--- src/rtl/bin_to_bcd_seq.sv ---
// rtl/bin_to_bcd_seq.sv - sequential double-dabble binary to packed BCD converter
// One input bit per clock; bcd_out/ovf update only on the edge entering DONE.
module bin_to_bcd_seq #(
  parameter int WIDTH  = 5,
  parameter int DIGITS = 2
) (
  input  logic                  clk,
  input  logic                  rst_n,
  input  logic                  start,
  input  logic [WIDTH-1:0]      bin_in,
  output logic                  busy,
  output logic                  done,
  output logic [4*DIGITS-1:0]   bcd_out,
  output logic                  ovf
);

  localparam int CW = $clog2(WIDTH + 1);

  typedef enum logic [1:0] {IDLE, SHIFT, DONE} state_t;

  state_t              state;
  state_t              state_nxt;
  logic [WIDTH-1:0]    bin_q;
  logic [4*DIGITS-1:0] bcd_q;
  logic                ovf_q;
  logic [CW-1:0]       cnt;

  logic [4*DIGITS-1:0] bcd_adj;
  logic [4*DIGITS-1:0] bcd_shf;
  logic [WIDTH-1:0]    bin_shf;
  logic                ovf_step;

  // A corrected top digit of 8 or more carries out of the digit field on the shift.
  always_comb begin
    bcd_adj = bcd_q;
    for (int i = 0; i < DIGITS; i++) begin
      if (bcd_q[4*i +: 4] >= 4'd5) begin
        bcd_adj[4*i +: 4] = bcd_q[4*i +: 4] + 4'd3;
      end
    end
    ovf_step = ovf_q | bcd_adj[4*DIGITS-1];
    bcd_shf  = {bcd_adj[4*DIGITS-2:0], bin_q[WIDTH-1]};
    bin_shf  = bin_q << 1;
  end

  always_comb begin
    state_nxt = state;
    case (state)
      IDLE:    if (start) state_nxt = SHIFT;
      SHIFT:   if (cnt == CW'(1)) state_nxt = DONE;
      DONE:    state_nxt = IDLE;
      default: state_nxt = IDLE;
    endcase
  end

  always_ff @(posedge clk or negedge rst_n) begin
    if (!rst_n) begin
      state <= IDLE;
    end else begin
      state <= state_nxt;
    end
  end

  always_ff @(posedge clk or negedge rst_n) begin
    if (!rst_n) begin
      bin_q   <= '0;
      bcd_q   <= '0;
      ovf_q   <= 1'b0;
      cnt     <= '0;
      bcd_out <= '0;
      ovf     <= 1'b0;
    end else begin
      case (state)
        IDLE: begin
          if (start) begin
            bin_q <= bin_in;
            bcd_q <= '0;
            ovf_q <= 1'b0;
            cnt   <= CW'(WIDTH);
          end
        end
        SHIFT: begin
          bin_q <= bin_shf;
          bcd_q <= bcd_shf;
          ovf_q <= ovf_step;
          cnt   <= cnt - CW'(1);
          if (cnt == CW'(1)) begin
            bcd_out <= bcd_shf;
            ovf     <= ovf_step;
          end
        end
        default: ;
      endcase
    end
  end

  assign busy = (state == SHIFT);
  assign done = (state == DONE);

endmodule

--- config.mk ---
export PLATFORM = sky130hd
export DESIGN_NAME = bin_to_bcd_seq
export DESIGN_NICKNAME = d
export VERILOG_FILES = /design/src/rtl/bin_to_bcd_seq.sv
export SDC_FILE = /design/constraint.sdc
export NUM_CORES = 1
export LEC_CHECK = 0
export ABC_CLOCK_PERIOD_IN_PS = 1950
export CAP_MARGIN = 25
export CORE_MARGIN = 3
export CORE_UTILIZATION = 52
export CTS_CLUSTER_SIZE = 14
export DETAILED_ROUTE_END_ITERATION = 6
export PLACE_DENSITY_LB_ADDON = 0.2
export REMOVE_ABC_BUFFERS = 1
export SYNTH_ARGS = -nofsm -noshare
export SYNTH_HDL_FRONTEND = slang
export SYNTH_SLANG_ARGS = --single-unit
--- constraint.sdc ---
create_clock -name clk -period 1.95 [get_ports clk]
set_clock_uncertainty 0.15 [all_clocks]
set_input_delay 0.39 -clock clk [delete_from_list [all_inputs] [get_ports clk]]
set_output_delay 0.39 -clock clk [all_outputs]
set_load 0.005 [all_outputs]
==> summary.md <==
| Metric | Value |
|---|---|
| Starting Density | `55.51%` |
| Core Rows | `18` |
| Multi-input gate area | `619.3 um^2` |
| Initial antenna violation count | `0` |
| Seq cells post-synth | `28` |
| WP buf/inv | `1` |
| Core area | `2500 um^2` |
| Layout Cells excl Fill | `188` |
| Via density | `5.452` |
| Layout cell share with drive strength beyond 1 | `15.19%` |
| R2r startpoint | `bcd_q[4]$_DFFE_PN0P_` |
| Initial DRC count | `20` |
| Post-DRT Antenna Nets | `0` |
| CP Data Arrival Time | `1230 ps` |
| Largest net degree at the start of global routing | `29` |
| Fillers | `194` |
| Post-synth ARST share | `100.0%` |
| Min-Delay Path Class | `in2async` |
| Clock Sinks | `28` |
| Worst Setup Path Type | `reg2out` |
| Post-detail-place hpwl | `1.897 mm` |
| Cell family with most CP delay | `buffers and inverters` |
| Clk root buf | `clkbuf_4` |
| Worst slew pin tran | `349.3 ps` |
| MaxCap Viol Count | `0` |
| Achievable Freq | `0.5662 GHz` |
| Antenna Cells | `0` |
| Most common cell after layout, fill and taps aside | `dfrtp_1` |
| Tot GR Track Use | `17.73%` |
| Number of flops mapped to enable cells by yosys | `0` |
| Final Wtd Congestion | `0.7854` |
| Final Hold Fails | `0` |
| Worst setup EP type | `output pin` |
| Period utilization | `90.57%` |
| Sequential fraction of the synthesis area | `50.50%` |
| FF+latch area | `700.7 um^2` |
| Final setup fails | `0` |
| Final Util | `66.97%` |
| Global-route wire length before repair | `4.560 mm` |
| Final #Nets | `173` |
| IO buf count | `18` |
| Predominant post-synthesis flop cell | `dfrtp_1` |
| Area Overhead vs Synth | `20.65%` |
| Max FO, Critical Path | `2` |
| Vias in the first global route | `963` |
| Cts bufs inserted | `3` |
| Setup slack, reg-to-reg | `200 ps` |
| Worst path required time | `1410 ps` |
| Clock Pin Slew Worst Setup and Hold Paths | `150 ps` |
| Status | `finished clean` |
| Crit path launch type | `flip-flop` |
| Die Height | `57.66 um` |
| CTS max path bufs | `2` |
| Lkg Pwr | `0.0007672 uW` |
| Relative slew margins | `76.71%` |
| Commonest cells after routing, fill and taps aside | `28 x dfrtp_1, 18 x nand2_1, 18 x o21ai_0, 16 x clkdlybuf4s50_1` |
| RSZ-0062 raised after global routing | `no` |
| Drt pass-1 iters | `4` |
| Placed instance count | `181` |
| Max VDD drop | `926.1 uV` |
| CP max stage cell | `clkdlybuf4s50_1` |
| Syn avg cell area | `10.51 um^2` |
| Number of placed I/O pins | `19` |
| Crit path cell chain | `clkdlybuf4s50_1` |
| Fin. max-slew vios | `0` |
| Fin crit period | `1766 ps` |
| Worst reg2reg path depth | `5` |
| Reg2reg end | `bcd_out[6]$_DFFE_PN0P_` |
| Cell Area, Synth | `1388 um^2` |
| Worst-Skew Late Latency | `330 ps` |
| Final wirelength | `2.616 mm` |
| Area of the die | `3324 um^2` |
| CTS tree | `built` |
| Critical Path Max Stage Delay | `510 ps` |
| P per Cell Area | `1551 nW/um^2` |
| GRT overflow | `0` |
| Synthesized instance count | `132` |
| TNS Setup | `0 ps` |
| Die Wd | `57.66 um` |
| Post-synth cell types | `29` |
| DR vias | `1025` |
| WL/cell | `13.91 um` |
| H-tree levels | `1` |
| Synth warnings | `0` |
| Drt drc | `0` |
-- power breakdown --
| group | internal (uW) | leakage, uW | switching, uW |
|---|---|---|---|
| clock | 115 | 0.0000210 | 175 |
| combinational | 689 | 0.000397 | 592 |
| sequential | 829 | 0.000349 | 196 |
-- sequential cells by signal, indices dropped and copies added (netlist names) --
name	flops
bin_q	5
ovf	1
bcd_out	8
ovf_q	1
cnt	3
bcd_q	8
state	2
-- through the flow --
stage | instance area [um^2] | worst slack [ps] | hold WS [ps] | power [uW]
floorplan | 1363 | 341.8 | -55.59 | 1815
global placement | 1618 | 220.6 | 312.7 | 2254
detailed placement | 1618 | 196.1 | 325.2 | 2308
CTS | 1674 | 171.7 | 263.1 | 2615
global route | 1674 | 77.77 | 249.8 | 2820
finish | 1674 | 183.9 | 248.4 | 2596
-- layout make-up --
cell class / count / share of cell area [%]
clock buffer: 4 / 2.167
inverter: 10 / 2.541
multi-input combinational: 90 / 37.00
sequential: 28 / 41.85
tap: 30 / 2.242
timing repair buffer: 26 / 14.20
-- worst max path at each step --
| stage | start | end | cells after the start |
|---|---|---|---|
| after floorplan | bcd_q[4]$_DFFE_PN0P_ | bcd_q[6]$_DFFE_PN0P_ | 5 |
| after global placement | state[1]$_DFFE_PN0P_ | busy | 3 |
| after detailed placement | start | bcd_q[1]$_DFFE_PN0P_ | 4 |
| after CTS | ovf$_DFFE_PN0P_ | ovf | 1 |
| after global routing | bcd_q[5]$_DFFE_PN0P_ | bcd_out[6]$_DFFE_PN0P_ | 6 |
| final | ovf$_DFFE_PN0P_ | ovf | 1 |
-- repair_timing --
action	CTS	global route
gates resized for setup	2	0
setup endpoints to repair	2	0
hold buffers	0	0
setup buffers	3	0
-- kinds of logic (layout without fill, tap and decap cells) --
group	after synthesis	in the layout	synth area share [%]
simple gates	39	39	15.60
compound gates	38	38	17.58
flops	28	28	50.50
buf+inv	14	40	4.869
fa+ha+maj	6	6	5.410
mux	5	5	4.779
xor+xnor	2	2	1.263
-- Yosys cell counts, drive strengths merged, types with 3 or more instances --
| master | n | area [um^2] |
|---|---|---|
| dfrtp | 28 | 700.7 |
| nand2 | 19 | 78.82 |
| o21ai | 18 | 90.09 |
| a21oi | 10 | 57.56 |
| inv | 10 | 42.54 |
| nor3b | 7 | 52.55 |
| ha | 6 | 75.07 |
| a22o | 5 | 45.04 |
| mux2 | 4 | 56.30 |
| nand2b | 4 | 32.53 |
| nor2 | 4 | 15.01 |
| a2bb2oi | 3 | 26.28 |
| buf | 3 | 21.27 |
-- per-layer routing --
metal  track usage, %  vias up  wire (um)
met4            3.974        0         15
met5                0        -          0
li1                 -      502          -
met1            24.89      500       1238
met2            27.58       21       1236
met3            4.900        2        126
Power figures use the tool's default switching activity.
